$ cat src/rtl/dmem_arbiter_pkg.sv
// Shared definitions for the data-memory arbiter: access size codes, arbiter
// FSM states and the byte-lane mask helper.
package dmem_arbiter_pkg;

    localparam logic [1:0] SZ_BYTE = 2'b00;
    localparam logic [1:0] SZ_HALF = 2'b01;
    localparam logic [1:0] SZ_WORD = 2'b10;
    localparam logic [1:0] SZ_ILL  = 2'b11;

    typedef enum logic [1:0] {
        ARB       = 2'd0,
        DBG_BURST = 2'd1,
        CPU_SLOT  = 2'd2
    } arb_state_t;

    function automatic logic [3:0] lane_mask(input logic [1:0] size, input logic [1:0] offset);
        logic [3:0] base;
        case (size)
            SZ_BYTE: base = 4'b0001;
            SZ_HALF: base = 4'b0011;
            SZ_WORD: base = 4'b1111;
            default: base = 4'b0000;
        endcase
        return base << offset;
    endfunction

endpackage

$ cat src/rtl/dmem_arbiter_if.sv
// CPU port, debug-loader port and RAM-side signals of the data-memory arbiter.
// slave = arbiter side, master = requesters plus RAM.
interface dmem_arbiter_if #(
    parameter int ADDR_W = 17
);
    logic              cpu_req;
    logic              cpu_we;
    logic [1:0]        cpu_size;
    logic [31:0]       cpu_addr;
    logic [31:0]       cpu_wdata;
    logic              cpu_gnt;
    logic              cpu_rvalid;
    logic              cpu_err;
    logic [31:0]       cpu_rdata;

    logic              dbg_req;
    logic              dbg_we;
    logic [1:0]        dbg_size;
    logic [31:0]       dbg_addr;
    logic [31:0]       dbg_wdata;
    logic              dbg_lock;
    logic              dbg_gnt;
    logic              dbg_rvalid;
    logic              dbg_err;
    logic [31:0]       dbg_rdata;

    logic              ram_en;
    logic [3:0]        ram_we;
    logic [ADDR_W-3:0] ram_addr;
    logic [31:0]       ram_wdata;
    logic [31:0]       ram_rdata;

    modport slave (
        input  cpu_req, cpu_we, cpu_size, cpu_addr, cpu_wdata,
        output cpu_gnt, cpu_rvalid, cpu_err, cpu_rdata,
        input  dbg_req, dbg_we, dbg_size, dbg_addr, dbg_wdata, dbg_lock,
        output dbg_gnt, dbg_rvalid, dbg_err, dbg_rdata,
        output ram_en, ram_we, ram_addr, ram_wdata,
        input  ram_rdata
    );

    modport master (
        output cpu_req, cpu_we, cpu_size, cpu_addr, cpu_wdata,
        input  cpu_gnt, cpu_rvalid, cpu_err, cpu_rdata,
        output dbg_req, dbg_we, dbg_size, dbg_addr, dbg_wdata, dbg_lock,
        input  dbg_gnt, dbg_rvalid, dbg_err, dbg_rdata,
        input  ram_en, ram_we, ram_addr, ram_wdata,
        output ram_rdata
    );

endinterface

$ cat src/rtl/dmem_lane_align.sv
// Little-endian lane handling: store-lane placement, load extraction with
// zero extension, and misalignment / illegal-size detection.
module dmem_lane_align
    import dmem_arbiter_pkg::*;
(
    input  logic [1:0]  size,
    input  logic [1:0]  offset,
    input  logic [31:0] wdata,
    input  logic [31:0] rword,
    output logic [3:0]  lanes,
    output logic [31:0] wdata_lanes,
    output logic [31:0] rdata_ext,
    output logic        misalign
);

    logic [31:0] shifted;

    assign misalign = (size == SZ_ILL)
                   || ((size == SZ_HALF) && offset[0])
                   || ((size == SZ_WORD) && (offset != 2'b00));

    assign lanes   = lane_mask(size, offset);
    assign shifted = rword >> {offset, 3'b000};

    always_comb begin
        case (size)
            SZ_BYTE: wdata_lanes = {4{wdata[7:0]}};
            SZ_HALF: wdata_lanes = {2{wdata[15:0]}};
            default: wdata_lanes = wdata;
        endcase
    end

    always_comb begin
        case (size)
            SZ_BYTE: rdata_ext = {24'h0, shifted[7:0]};
            SZ_HALF: rdata_ext = {16'h0, shifted[15:0]};
            SZ_WORD: rdata_ext = shifted;
            default: rdata_ext = 32'h0;
        endcase
    end

endmodule

$ cat src/rtl/dmem_arbiter.sv
// Two-port (CPU / debug loader) arbiter in front of a single-port data RAM.
// Build option DMEM_ARB_RR_EN: round-robin in ARB instead of CPU-first priority.
//
// state     | meaning
// ARB       | normal arbitration between CPU and debug
// DBG_BURST | debug holds the lock; only debug is granted, grants are counted
// CPU_SLOT  | one-cycle window for the CPU after a full debug burst
module dmem_arbiter
    import dmem_arbiter_pkg::*;
#(
    parameter int ADDR_W    = 17,
    parameter int MAX_BURST = 8
) (
    input  logic           clk,
    input  logic           NRST,
    dmem_arbiter_if.slave  bus
);

    localparam logic [7:0] MAX_B = MAX_BURST[7:0];

    arb_state_t  state;
    arb_state_t  state_nxt;
    logic [7:0]  burst_cnt;
    logic [7:0]  cnt_upd;
    logic        gnt_cpu;
    logic        gnt_dbg;
    logic        any_gnt;

    logic        sel_we;
    logic [1:0]  sel_size;
    logic [31:0] sel_addr;
    logic [31:0] sel_wdata;
    logic [3:0]  sel_lanes;
    logic [31:0] sel_wlanes;
    logic [31:0] sel_unused_rdata;
    logic        sel_mis;

    logic        pend_rd;
    logic        pend_err;
    logic        pend_dbg;
    logic [1:0]  pend_size;
    logic [1:0]  pend_off;
    logic [31:0] resp_rdata;
    logic [3:0]  resp_unused_lanes;
    logic [31:0] resp_unused_wdata;
    logic        resp_unused_mis;
    logic        unused_bits;

`ifdef DMEM_ARB_RR_EN
    logic ptr_dbg;

    always_ff @(posedge clk) begin
        if (!NRST) begin
            ptr_dbg <= 1'b0;
        end else if ((state == ARB) && ((ptr_dbg && gnt_dbg) || (!ptr_dbg && gnt_cpu))) begin
            ptr_dbg <= !ptr_dbg;
        end
    end
`endif

    always_ff @(posedge clk) begin
        if (!NRST) begin
            state <= ARB;
        end else begin
            state <= state_nxt;
        end
    end

    assign cnt_upd = (gnt_dbg && (burst_cnt < MAX_B)) ? burst_cnt + 8'd1 : burst_cnt;

    always_comb begin
        state_nxt = state;
        case (state)
            ARB: begin
                if (gnt_dbg && bus.dbg_lock) state_nxt = DBG_BURST;
            end
            DBG_BURST: begin
                if (!bus.dbg_req || !bus.dbg_lock)        state_nxt = ARB;
                else if ((cnt_upd >= MAX_B) && bus.cpu_req) state_nxt = CPU_SLOT;
            end
            CPU_SLOT: state_nxt = ARB;
            default:  state_nxt = ARB;
        endcase
    end

    // Grants are suppressed while reset is held so nothing reaches the RAM.
    always_comb begin
        gnt_cpu = 1'b0;
        gnt_dbg = 1'b0;
        if (NRST) begin
            case (state)
                ARB: begin
`ifdef DMEM_ARB_RR_EN
                    if (ptr_dbg) begin
                        if (bus.dbg_req)      gnt_dbg = 1'b1;
                        else if (bus.cpu_req) gnt_cpu = 1'b1;
                    end else begin
                        if (bus.cpu_req)      gnt_cpu = 1'b1;
                        else if (bus.dbg_req) gnt_dbg = 1'b1;
                    end
`else
                    if (bus.cpu_req)      gnt_cpu = 1'b1;
                    else if (bus.dbg_req) gnt_dbg = 1'b1;
`endif
                end
                DBG_BURST: gnt_dbg = bus.dbg_req && !((burst_cnt >= MAX_B) && bus.cpu_req);
                CPU_SLOT:  gnt_cpu = bus.cpu_req;
                default: ;
            endcase
        end
    end

    always_ff @(posedge clk) begin
        if (!NRST || (state_nxt != DBG_BURST)) begin
            burst_cnt <= 8'd0;
        end else if (state == ARB) begin
            burst_cnt <= 8'd1;
        end else begin
            burst_cnt <= cnt_upd;
        end
    end

    assign any_gnt   = gnt_cpu || gnt_dbg;
    assign sel_we    = gnt_dbg ? bus.dbg_we    : bus.cpu_we;
    assign sel_size  = gnt_dbg ? bus.dbg_size  : bus.cpu_size;
    assign sel_addr  = gnt_dbg ? bus.dbg_addr  : bus.cpu_addr;
    assign sel_wdata = gnt_dbg ? bus.dbg_wdata : bus.cpu_wdata;

    dmem_lane_align u_align_req (
        .size        (sel_size),
        .offset      (sel_addr[1:0]),
        .wdata       (sel_wdata),
        .rword       (32'h0),
        .lanes       (sel_lanes),
        .wdata_lanes (sel_wlanes),
        .rdata_ext   (sel_unused_rdata),
        .misalign    (sel_mis)
    );

    assign bus.cpu_gnt   = gnt_cpu;
    assign bus.dbg_gnt   = gnt_dbg;
    assign bus.ram_en    = any_gnt && !sel_mis;
    assign bus.ram_we    = (bus.ram_en && sel_we) ? sel_lanes : 4'b0000;
    assign bus.ram_addr  = any_gnt ? sel_addr[ADDR_W-1:2] : '0;
    assign bus.ram_wdata = (bus.ram_en && sel_we) ? sel_wlanes : 32'h0;

    always_ff @(posedge clk) begin
        if (!NRST) begin
            pend_rd   <= 1'b0;
            pend_err  <= 1'b0;
            pend_dbg  <= 1'b0;
            pend_size <= SZ_BYTE;
            pend_off  <= 2'b00;
        end else begin
            pend_rd   <= any_gnt && !sel_we && !sel_mis;
            pend_err  <= any_gnt && sel_mis;
            pend_dbg  <= gnt_dbg;
            pend_size <= sel_size;
            pend_off  <= sel_addr[1:0];
        end
    end

    dmem_lane_align u_align_resp (
        .size        (pend_size),
        .offset      (pend_off),
        .wdata       (32'h0),
        .rword       (bus.ram_rdata),
        .lanes       (resp_unused_lanes),
        .wdata_lanes (resp_unused_wdata),
        .rdata_ext   (resp_rdata),
        .misalign    (resp_unused_mis)
    );

    // Responses are masked during reset; a read granted just before reset is dropped.
    assign bus.cpu_rvalid = NRST && pend_rd && !pend_dbg;
    assign bus.dbg_rvalid = NRST && pend_rd && pend_dbg;
    assign bus.cpu_err    = NRST && pend_err && !pend_dbg;
    assign bus.dbg_err    = NRST && pend_err && pend_dbg;
    assign bus.cpu_rdata  = bus.cpu_rvalid ? resp_rdata : 32'h0;
    assign bus.dbg_rdata  = bus.dbg_rvalid ? resp_rdata : 32'h0;

    assign unused_bits = ^{sel_addr[31:ADDR_W], sel_unused_rdata, resp_unused_lanes,
                           resp_unused_wdata, resp_unused_mis};

endmodule
$ cat src/flat_wrapper.sv
// flat-port wrapper written by rule: the top's interface ports become plain ports
module dmem_arbiter_flat import dmem_arbiter_pkg::*;
#(
    parameter int ADDR_W    = 17,
    parameter int MAX_BURST = 8
)
  (clk, NRST, bus_cpu_req, bus_cpu_we, bus_cpu_size, bus_cpu_addr, bus_cpu_wdata, bus_cpu_gnt, bus_cpu_rvalid, bus_cpu_err, bus_cpu_rdata, bus_dbg_req, bus_dbg_we, bus_dbg_size, bus_dbg_addr, bus_dbg_wdata, bus_dbg_lock, bus_dbg_gnt, bus_dbg_rvalid, bus_dbg_err, bus_dbg_rdata, bus_ram_en, bus_ram_we, bus_ram_addr, bus_ram_wdata, bus_ram_rdata);
  dmem_arbiter_if #(.ADDR_W(ADDR_W)) bus_i ();
  input  logic clk;
  input  logic NRST;
  input wire logic [$bits(bus_i.cpu_req)-1:0] bus_cpu_req;
  input wire logic [$bits(bus_i.cpu_we)-1:0] bus_cpu_we;
  input wire logic [$bits(bus_i.cpu_size)-1:0] bus_cpu_size;
  input wire logic [$bits(bus_i.cpu_addr)-1:0] bus_cpu_addr;
  input wire logic [$bits(bus_i.cpu_wdata)-1:0] bus_cpu_wdata;
  output wire logic [$bits(bus_i.cpu_gnt)-1:0] bus_cpu_gnt;
  output wire logic [$bits(bus_i.cpu_rvalid)-1:0] bus_cpu_rvalid;
  output wire logic [$bits(bus_i.cpu_err)-1:0] bus_cpu_err;
  output wire logic [$bits(bus_i.cpu_rdata)-1:0] bus_cpu_rdata;
  input wire logic [$bits(bus_i.dbg_req)-1:0] bus_dbg_req;
  input wire logic [$bits(bus_i.dbg_we)-1:0] bus_dbg_we;
  input wire logic [$bits(bus_i.dbg_size)-1:0] bus_dbg_size;
  input wire logic [$bits(bus_i.dbg_addr)-1:0] bus_dbg_addr;
  input wire logic [$bits(bus_i.dbg_wdata)-1:0] bus_dbg_wdata;
  input wire logic [$bits(bus_i.dbg_lock)-1:0] bus_dbg_lock;
  output wire logic [$bits(bus_i.dbg_gnt)-1:0] bus_dbg_gnt;
  output wire logic [$bits(bus_i.dbg_rvalid)-1:0] bus_dbg_rvalid;
  output wire logic [$bits(bus_i.dbg_err)-1:0] bus_dbg_err;
  output wire logic [$bits(bus_i.dbg_rdata)-1:0] bus_dbg_rdata;
  output wire logic [$bits(bus_i.ram_en)-1:0] bus_ram_en;
  output wire logic [$bits(bus_i.ram_we)-1:0] bus_ram_we;
  output wire logic [$bits(bus_i.ram_addr)-1:0] bus_ram_addr;
  output wire logic [$bits(bus_i.ram_wdata)-1:0] bus_ram_wdata;
  input wire logic [$bits(bus_i.ram_rdata)-1:0] bus_ram_rdata;
  assign bus_i.cpu_req = bus_cpu_req;
  assign bus_i.cpu_we = bus_cpu_we;
  assign bus_i.cpu_size = bus_cpu_size;
  assign bus_i.cpu_addr = bus_cpu_addr;
  assign bus_i.cpu_wdata = bus_cpu_wdata;
  assign bus_cpu_gnt = bus_i.cpu_gnt;
  assign bus_cpu_rvalid = bus_i.cpu_rvalid;
  assign bus_cpu_err = bus_i.cpu_err;
  assign bus_cpu_rdata = bus_i.cpu_rdata;
  assign bus_i.dbg_req = bus_dbg_req;
  assign bus_i.dbg_we = bus_dbg_we;
  assign bus_i.dbg_size = bus_dbg_size;
  assign bus_i.dbg_addr = bus_dbg_addr;
  assign bus_i.dbg_wdata = bus_dbg_wdata;
  assign bus_i.dbg_lock = bus_dbg_lock;
  assign bus_dbg_gnt = bus_i.dbg_gnt;
  assign bus_dbg_rvalid = bus_i.dbg_rvalid;
  assign bus_dbg_err = bus_i.dbg_err;
  assign bus_dbg_rdata = bus_i.dbg_rdata;
  assign bus_ram_en = bus_i.ram_en;
  assign bus_ram_we = bus_i.ram_we;
  assign bus_ram_addr = bus_i.ram_addr;
  assign bus_ram_wdata = bus_i.ram_wdata;
  assign bus_i.ram_rdata = bus_ram_rdata;
  dmem_arbiter #(.ADDR_W(ADDR_W), .MAX_BURST(MAX_BURST)) u_core (.clk(clk), .NRST(NRST), .bus(bus_i));
endmodule
$ cat config.mk
export PLATFORM = sky130hd
export DESIGN_NAME = dmem_arbiter_flat
export DESIGN_NICKNAME = d
export VERILOG_FILES = /design/src/rtl/dmem_arbiter_pkg.sv /design/src/rtl/dmem_arbiter_if.sv /design/src/rtl/dmem_lane_align.sv /design/src/rtl/dmem_arbiter.sv /design/src/flat_wrapper.sv
export SDC_FILE = /design/constraint.sdc
export NUM_CORES = 1
export LEC_CHECK = 0
export ABC_CLOCK_PERIOD_IN_PS = 8400
export CAP_MARGIN = 20
export CORE_AREA = 4 4 112 114
export DETAILED_ROUTE_END_ITERATION = 10
export DIE_AREA = 0 0 116 118
export GPL_TIMING_DRIVEN = 0
export PLACE_DENSITY_LB_ADDON = 0.3
export SLEW_MARGIN = 20
export SYNTH_ARGS = -nofsm -noshare
export SYNTH_HDL_FRONTEND = slang
export SYNTH_SLANG_ARGS = --single-unit
export TNS_END_PERCENT = 1
$ cat constraint.sdc
create_clock -name clk -period 8.4 [get_ports clk]
set_clock_uncertainty 0.1 [all_clocks]
set_input_delay 1.26 -clock clk [delete_from_list [all_inputs] [get_ports clk]]
set_output_delay 1.26 -clock clk [all_outputs]
set_load 0.01 [all_outputs]
* Yosys cells after proc, flatten, opt, wreduce, memory -nomap -nowiden
Index checks and enable logic that the tools add are counted.
Operators by class: add/sub/neg operators 1, magnitude comparators 3, equal/unequal tests 8, shift operators 2, muxes and demuxes 25, reduce and logical (&&, ||, !) cells 35
Operators by type and width (count):
- $mux 32 | 4
- $pmux 32 s3 | 1
- $pmux 32 s2 | 1
- $shr 32x5->32 | 1
- $logic_and 1x1->1 | 18
- $mux 17 | 1
- $ge 8x4->1 const B | 2
- $mux 15 | 1
- $pmux 4 s3 | 1
- $add 8x1->8 const B | 1
- $eq 2x2->1 const B | 4
- $lt 8x4->1 const B | 1
- $mux 2 | 4
- $mux 8 | 1
- $logic_not 1->1 | 7
- $mux 1 | 7
- $eq 2x1->1 const B | 3
- $logic_not 2->1 | 3
- $logic_or 1x1->1 | 5
- $mux 4 | 1
- $pmux 1 s2 | 2
- $pmux 2 s2 | 1
- $shl 4x2->4 | 1
- $ne 2x1->1 const B | 1
- 2 further kinds | 2
Word-level totals: flip-flop bits (word level) 17, input bits 171, output and inout bits 122, logic and storage cells 82

* Longest topological paths before layout
Gate-level depths: netlist of run 1.
depth in word-level cells 16, gate-level depth with buffers 14, depth with buffers taken out 10

* By module
From an unflattened synthesis of run 1, not the netlist that was laid out.
Second synthesis, totals: cell total of the unflattened synthesis 588, area, all modules 4480.5 um^2
By module, submodules not included:
- dmem_lane_align | times used 2, cells an instance 169, area an instance 1202.4 um^2, seq. area each 0.0 um^2
- dmem_arbiter | times used 1, cells an instance 250, area an instance 2075.7 um^2, seq. area each 340.3 um^2

* Worst setup path after synthesis of run 1
Ideal clock, no wire load.
kind in2out, start input port NRST, end output port bus_ram_wdata[22], arrival time 4221 ps, required time 7040 ps, slack 2819 ps, stages 14, path buffers 4, cell sequence clkbuf_1 nand3b_1 nor2_1 nor2_2 clkbuf_1 mux2i_1 inv_1 ha_1 clkbuf_1 nor2_1 clkbuf_1 nand2_1 and3_1 a311oi_1
Between the ends: word-level cells in the longest chain between the ends 10, elaborated cells on any way between the ends 21, classes of those cells eq/ne (3); mux (8); reduce/logical (10)
RTL lines:
- start: declaration | line flat_wrapper.sv:10 | input logic NRST;
- $mux 1 (*) | line dmem_arbiter.sv:90 | if (NRST) begin
- $mux 2 (*) | line dmem_arbiter.sv:125 | assign sel_size = gnt_dbg ? bus.dbg_size : bus.cpu_size;
- net u_core.sel_size[0] | line dmem_arbiter.sv:30 | logic [1:0] sel_size;
- $eq 2x1->1 | line dmem_lane_align.sv:19, dmem_lane_align.sv:26
- $logic_and 1x1->1 | line dmem_lane_align.sv:19 | || ((size == SZ_HALF) && offset[0])
- $logic_or 1x1->1 | line dmem_lane_align.sv:19
- $logic_or 1x1->1 | line dmem_lane_align.sv:20 | || ((size == SZ_WORD) && (offset != 2'b00));
- $logic_not 1->1 | line dmem_arbiter.sv:142 | assign bus.ram_en = any_gnt && !sel_mis;
- $logic_and 1x1->1 | line dmem_arbiter.sv:142
- $logic_and 1x1->1 | line dmem_arbiter.sv:145 | assign bus.ram_wdata = (bus.ram_en && sel_we) ? sel_wlanes : 32'h0;
- $mux 32 (*) | line dmem_arbiter.sv:145
- end: declaration | line flat_wrapper.sv:33 | output wire logic [$bits(bus_i.ram_wdata)-1:0] bus_ram_wdata;
Mark *: on every way through the listed nets, which the timed path passes. The rest lies on a longest branch.

* Final worst setup path of run 1
start input port bus_dbg_req, end output port bus_ram_wdata[22]
Between the ends: word-level cells in the longest chain between the ends 13, elaborated cells on any way between the ends 24, classes of those cells eq/ne (3); mux (10); reduce/logical (11)
RTL lines:
- start: declaration | line flat_wrapper.sv:20 | input wire logic [$bits(bus_i.dbg_req)-1:0] bus_dbg_req;
- $mux 1 | line dmem_arbiter.sv:103 | else if (bus.dbg_req) gnt_dbg = 1'b1;
- $mux 1 | line dmem_arbiter.sv:102 | if (bus.cpu_req) gnt_cpu = 1'b1;
- $pmux 1 s2 (*) | line dmem_arbiter.sv:91 | case (state)
- $mux 1 (*) | line dmem_arbiter.sv:90
- $mux 2 (*) | line dmem_arbiter.sv:125
- net u_core.sel_size[0] | line dmem_arbiter.sv:30
- $eq 2x1->1 | line dmem_lane_align.sv:19, dmem_lane_align.sv:26
- $logic_and 1x1->1 | line dmem_lane_align.sv:19
- $logic_or 1x1->1 | line dmem_lane_align.sv:19
- $logic_or 1x1->1 | line dmem_lane_align.sv:20
- $logic_not 1->1 | line dmem_arbiter.sv:142
- $logic_and 1x1->1 | line dmem_arbiter.sv:142
- $logic_and 1x1->1 | line dmem_arbiter.sv:145
- $mux 32 (*) | line dmem_arbiter.sv:145
Marked as above.

==> impl_metrics.tcl, run 1 <==
set metrics [dict create \
    overflow 0 \
    postCtsSetupRepairBufs 0 \
    grtUsageTotal 0.219 \
    critPathSlowestCell "clkdlybuf4s50_1" \
    die_y_um 118 \
    max_stage_delay_ps 660 \
    worst_ir_drop_vdd_v 0.0000498 \
    cts.clk_slew.worst_paths_ps 50 \
    r2r_end "u_core.pend_rd" \
    clk_latency_ps 250 \
    maxSlewHeadroom 0.508 \
    cts_buffers 3 \
    postCtsHoldBufs 0 \
    grt_pass1_vias 4460 \
    synth_area_per_cell_um2 6.77 \
    ant_nets 0 \
    cp-endpoint "bus_ram_wdata[22]" \
    critPathMaxFanout 10 \
    ys_ff_latch 17 \
    period_share 0.905 \
    synth_top_area_frac 0.118 \
    finalSetupTns_ps 0 \
    start_kind "input port" \
    grt_pass1_wl_mm 23.9 \
    nNetsFinal 869 \
    vias 4263 \
    worst_ep_arrival_time_ps 6240 \
    cts.sinks 17 \
    power.density_nw_per_um2 79.3 \
    first_iter_violations 266 \
    synth-main-ff-cell "dfxtp_1" \
    grt_antenna_before_repair 0 \
    fp.dieArea_um2 13700 \
    syn_area_um2 2880 \
    max_freq_ghz 0.132 \
    die_w_um 116 \
    synth_area_leaders "dfxtp_1 12%, mux2i_1 9.4%, nand2_1 9.1%" \
    htreeDepth 1 \
    cts_tree "done" \
    drive_above_1_share 0.0593 \
    cpLargestDelayFamily "buffers and inverters" \
    start_util 0.252 \
    reg2reg_depth 11 \
    synth_area_leader_cell "dfxtp_1" \
    fill_cells 1147 \
    status "finished, final reports clean" \
    cts-resized-gates 0 \
    synth_cells 426 \
    synth-edff-count 0 \
    r2r-start "u_core.state[1]" \
    p_total_mw 0.456 \
    r2r_slack_ps 4610 \
    critPathKind "in2out" \
    instances_no_fill 834 \
    crit_cells 15 \
    placed_area_um2 5670 \
    max_slew.worst_pin.slew_ps 738 \
    synth_cell_types 49 \
    yosys_warnings 0 \
    num_antenna_cells 0 \
    p_leak_nw 2.16 \
    synth_nets 603 \
    clock_path_buffers 2 \
    gp_congestion 0.928 \
    drtPass1Iterations 4 \
    path_cells "clkdlybuf4s50_1 > nand3b_1 > nor2_1 > nor2_2 > clkbuf_1 > mux2i_1 > inv_1 > ha_1 > clkbuf_1 > nor2_1 > clkbuf_1 > nand2_1 > and3_1 > a311oi_1 > clkdlybuf4s50_1" \
    final_cell_mix "261 x clkdlybuf4s50_1, 70 x nand2_1, 62 x nor2_1" \
    hold_violations 0 \
    dp_cells 830 \
    area_growth_pct 99.6 \
    wl_per_cell_um 19.0 \
    endpoint_kind "primary output" \
    finalCriticalPeriod_ps 7600 \
    rows 39 \
    cap_violations 0 \
    cp.required_ps 7040 \
    drc 0 \
    hpwlAfterDp_mm 13.6 \
    cp_num_buf_inv 6 \
    core_area_um2 11400 \
    routed_wl_mm 15.9 \
    cts_root_buf "clkbuf_16" \
    ys_seq_area_frac 0.118 \
    grt_max_degree 11 \
    setup_viol 0 \
    routed_via_density 5.11 \
    critical_path.startpoint "bus_dbg_req" \
    final_common_cell "clkdlybuf4s50_1" \
    drv_slew 0 \
    ioPinCount 293 \
    rsz0062_at_grt "false" \
    crit_path_frequent_cell "clkbuf_1" \
    portBuffers 261 \
    hp-class "reg2reg" \
    synthArstFlopShare 0 \
    post-route-util 0.504 \
    fin_area_um2 5750 \
]
-- registers in the layout, summed over array words and instances (netlist names) --
name              cells
u_core.pend_rd        1
u_core.burst_cnt      8
u_core.pend_size      2
u_core.pend_dbg       1
u_core.pend_off       2
u_core.pend_err       1
u_core.state          2
-- worst reg2reg max path, stage by stage, from the launching register on --
cell,delay [ps]
dfxtp_1,360
nand3b_1,230
nor2_1,210
nor2_2,460
clkbuf_1,560
mux2i_1,460
inv_1,120
ha_1,240
clkbuf_1,250
o22ai_2,300
o211a_1,250
and4b_1,190
-- routing by layer --
metal / track usage / vias to the layer above / share of wire
met4: 0.0870 / 0 / 0.037
met2: 0.408 / 265 / 0.51
li1: - / 2027 / -
met5: 0 / - / 0
met1: 0.232 / 1936 / 0.35
met3: 0.0524 / 35 / 0.10
-- stage by stage --
step	hold WS (ps)	setup slack [ps]
5_1_grt	390	478
4_1_cts	364	836
3_5_place_dp	348	818
2_1_floorplan	331	2820
6_report	365	798
3_3_place_gp	344	889
-- cells by family after synthesis --
logic type | share of synthesized area
DFF | 0.118
and+or+nand+nor | 0.384
adders and majority gates | 0.0260
xor gates and xnor gates | 0.00912
muxes | 0.165
buffers and inverters | 0.0673
AOI/OAI and AO/OA | 0.231
-- where the power goes --
part | internal, mW | switching, mW
clock network | 0.0643 | 0.0297
logic | 0.146 | 0.130
registers | 0.0839 | 0.00205
total | 0.294 | 0.162
-- how the worst min path moves through the flow --
stage	to	startpoint	cells after the start
finish	u_core.burst_cnt[6]	u_core.burst_cnt[6]	1
global route	u_core.burst_cnt[4]	u_core.burst_cnt[4]	1
CTS	u_core.burst_cnt[4]	u_core.burst_cnt[4]	1
detailed placement	u_core.burst_cnt[4]	u_core.burst_cnt[4]	1
global placement	u_core.burst_cnt[4]	u_core.burst_cnt[4]	1
floorplan	u_core.burst_cnt[4]	u_core.burst_cnt[4]	1
-- final cells by class --
type | instances | area [µm²] | area share
repair buffers | 261 | 2610 | 0.454
multi-input cells | 365 | 2350 | 0.408
well taps | 143 | 179 | 0.0311
clock buffers | 4 | 78.8 | 0.0137
flip-flops and latches | 17 | 340 | 0.0592
inverters | 11 | 41.3 | 0.00718
plain buffers | 33 | 153 | 0.0265
-- synthesized netlist by cell type (all sizes together), types with 7 or more instances --
library cell and count:
buf 9, nor2b 7, a22o 15, a311oi 9
nand3 12, nor2 63, dfxtp 17, nand2 70
and3 18, mux2 17, inv 10, o211ai 9
clkbuf 24, a211oi 16, and2 22, a21boi 8
mux2i 28, nor3 9, o21ai 20
Note: power is estimated with default switching activity, not from simulation.
==> inputs of run 2 (changes only) <==
--- a/config.mk
+++ b/config.mk
@@ -5,11 +5,11 @@
 export SDC_FILE = /design/constraint.sdc
 export NUM_CORES = 1
 export LEC_CHECK = 0
-export ABC_CLOCK_PERIOD_IN_PS = 8400
+export ABC_CLOCK_PERIOD_IN_PS = 8690
 export CAP_MARGIN = 20
-export CORE_AREA = 4 4 112 114
+export CORE_AREA = 4 4 113 115
 export DETAILED_ROUTE_END_ITERATION = 10
-export DIE_AREA = 0 0 116 118
+export DIE_AREA = 0 0 117 119
 export GPL_TIMING_DRIVEN = 0
 export PLACE_DENSITY_LB_ADDON = 0.3
 export SLEW_MARGIN = 20
==> constraint.sdc (replaced) <==
create_clock -name clk -period 8.69 [get_ports clk]
set_clock_uncertainty 0.1 [all_clocks]
set_input_delay 1.3035 -clock clk [delete_from_list [all_inputs] [get_ports clk]]
set_output_delay 1.3035 -clock clk [all_outputs]
set_load 0.05 [all_outputs]
==> run 2 against run 1 <==
  * Combinational power grew 17%
  * Setup slack improved by 170 ps
  * Register-to-register slack improved by 450 ps
  * Non-clock buffer count unchanged
  * Final area is essentially flat
  * Clock power shrank 3.3%
  * Die area up 1.7%
  * Count of clock-buffer cells in the layout is the same
==> impl_metrics.tcl, run 2 (synthesis results as in run 1) <==
set metrics [dict create \
    post-route-util 0.488 \
    hp-class "reg2reg" \
    finalWorstSetupSlack_ps 965 \
    cap_violations 0 \
    grt_pass1_vias 4525 \
    overflow 0 \
    period_share 0.889 \
    routed_via_density 5.05 \
    cts_root_buf "clkbuf_16" \
    rsz0062_at_grt "false" \
    die_w_um 117 \
    clk_latency_ps 240 \
    cts-resized-gates 0 \
    status "finished, final reports clean" \
    fill_cells 1247 \
    worst_ep_arrival_time_ps 6320 \
    first_iter_violations 232 \
    grt_pass1_wl_mm 23.7 \
    start_kind "input port" \
    grt_max_degree 11 \
    hpwlAfterDp_mm 13.7 \
    ant_nets 0 \
    grtUsageTotal 0.215 \
    gp_congestion 0.873 \
    drive_above_1_share 0.0593 \
    htreeDepth 1 \
    max_stage_delay_ps 870 \
    grt_antenna_before_repair 0 \
    cts.sinks 17 \
    core_area_um2 11800 \
    min_to "u_core.burst_cnt[4]" \
    min_from "u_core.burst_cnt[4]" \
    path_cells "clkdlybuf4s50_1 > nand3b_1 > nor2_1 > nor2_2 > clkbuf_1 > mux2i_1 > inv_1 > ha_1 > clkbuf_1 > nor2_1 > clkbuf_1 > nand2_1 > and3_1 > a311oi_1 > clkdlybuf4s50_1" \
    p_leak_nw 2.16 \
    max_slew.worst_pin.slew_ps 739 \
    start_util 0.244 \
    vias 4233 \
    nNetsFinal 869 \
    max_freq_ghz 0.129 \
    ioPinCount 293 \
    maxSlewHeadroom 0.507 \
    r2r-start "u_core.state[1]" \
    portBuffers 261 \
    endpoint_kind "primary output" \
    clock_path_buffers 2 \
    drtPass1Iterations 5 \
    power.density_nw_per_um2 86.4 \
    critPathKind "in2out" \
    drv_slew 0 \
    whs_path_depth 1 \
    critPathMaxFanout 10 \
    top_register "u_core.burst_cnt" \
    largest_reg_flops 8 \
    final_cell_mix "261 x clkdlybuf4s50_1, 70 x nand2_1, 62 x nor2_1" \
    rows 40 \
    critical_path.startpoint "bus_dbg_req" \
    cts_tree "done" \
    finalCriticalPeriod_ps 7730 \
    final_common_cell "clkdlybuf4s50_1" \
    cp.required_ps 7290 \
    multi_input_area_um2 2350 \
    hold_ws_ps 357 \
    area_growth_pct 99.7 \
    fin_area_um2 5760 \
    num_antenna_cells 0 \
    post-place-ws_ps 906 \
    reg2reg_depth 11 \
    crit_path_frequent_cell "clkbuf_1" \
    routed_wl_mm 15.9 \
    drc 0 \
    die_y_um 119 \
    fp.dieArea_um2 13900 \
    placed_area_um2 5680 \
    critPathSlowestCell "clkdlybuf4s50_1" \
    postCtsSetupRepairBufs 0 \
    seq_area_um2 340 \
    finalSetupTns_ps 0 \
    r2r_slack_ps 5060 \
    wl_per_cell_um 18.9 \
    worst_ir_drop_vdd_v 0.0000486 \
    cts_buffers 3 \
    postCtsHoldBufs 0 \
    hold_violations 0 \
    cts.clk_slew.worst_paths_ps 50 \
    setup_viol 0 \
    r2r_end "u_core.pend_rd" \
]
run 2: final cells by class:
| type | count | share of cell area |
|---|---|---|
| timing repair buffer | 261 | 0.454 |
| tap | 147 | 0.0319 |
| multi-input combinational | 365 | 0.408 |
| buffer | 33 | 0.0265 |
| sequential | 17 | 0.0591 |
| clock buffer | 4 | 0.0137 |
| inverter | 11 | 0.00717 |
run 2: worst max path at each step:
stage,end,slack [ps],depth (start not counted)
after floorplan,bus_ram_we[0],2050,13
after CTS,bus_ram_wdata[22],910,15
final,bus_ram_wdata[21],960,15
after global placement,bus_ram_wdata[22],890,15
after detailed placement,bus_ram_wdata[22],910,15
after global routing,bus_ram_wdata[22],510,15
run 2: critical path: cells and delay by family:
kind	cells	cell delay, ps
compound gates	1	300
mux	1	450
simple gates	6	1420
buf+inv	6	2610
fa+ha+maj	1	230
run 2: per-layer routing:
layer,share of wire,vias up,global-route usage
li1,-,2028,-
met5,0,-,0
met4,0.028,0,0.0616
met3,0.094,24,0.0422
met2,0.53,251,0.423
met1,0.35,1930,0.223
run 2: per-stage QoR:
stage               total power, mW  instances
finish                        0.497        838
global route                  0.524        838
CTS                           0.501        838
global placement              0.406        834
floorplan                     0.265        426
detailed placement            0.408        834
run 2: where the power goes:
group	switching (mW)	internal [mW]	leakage [nW]
combinational	0.183	0.140	1.98
sequential	0.00205	0.0811	0.139
clock	0.0287	0.0622	0.0382
total	0.214	0.284	2.16
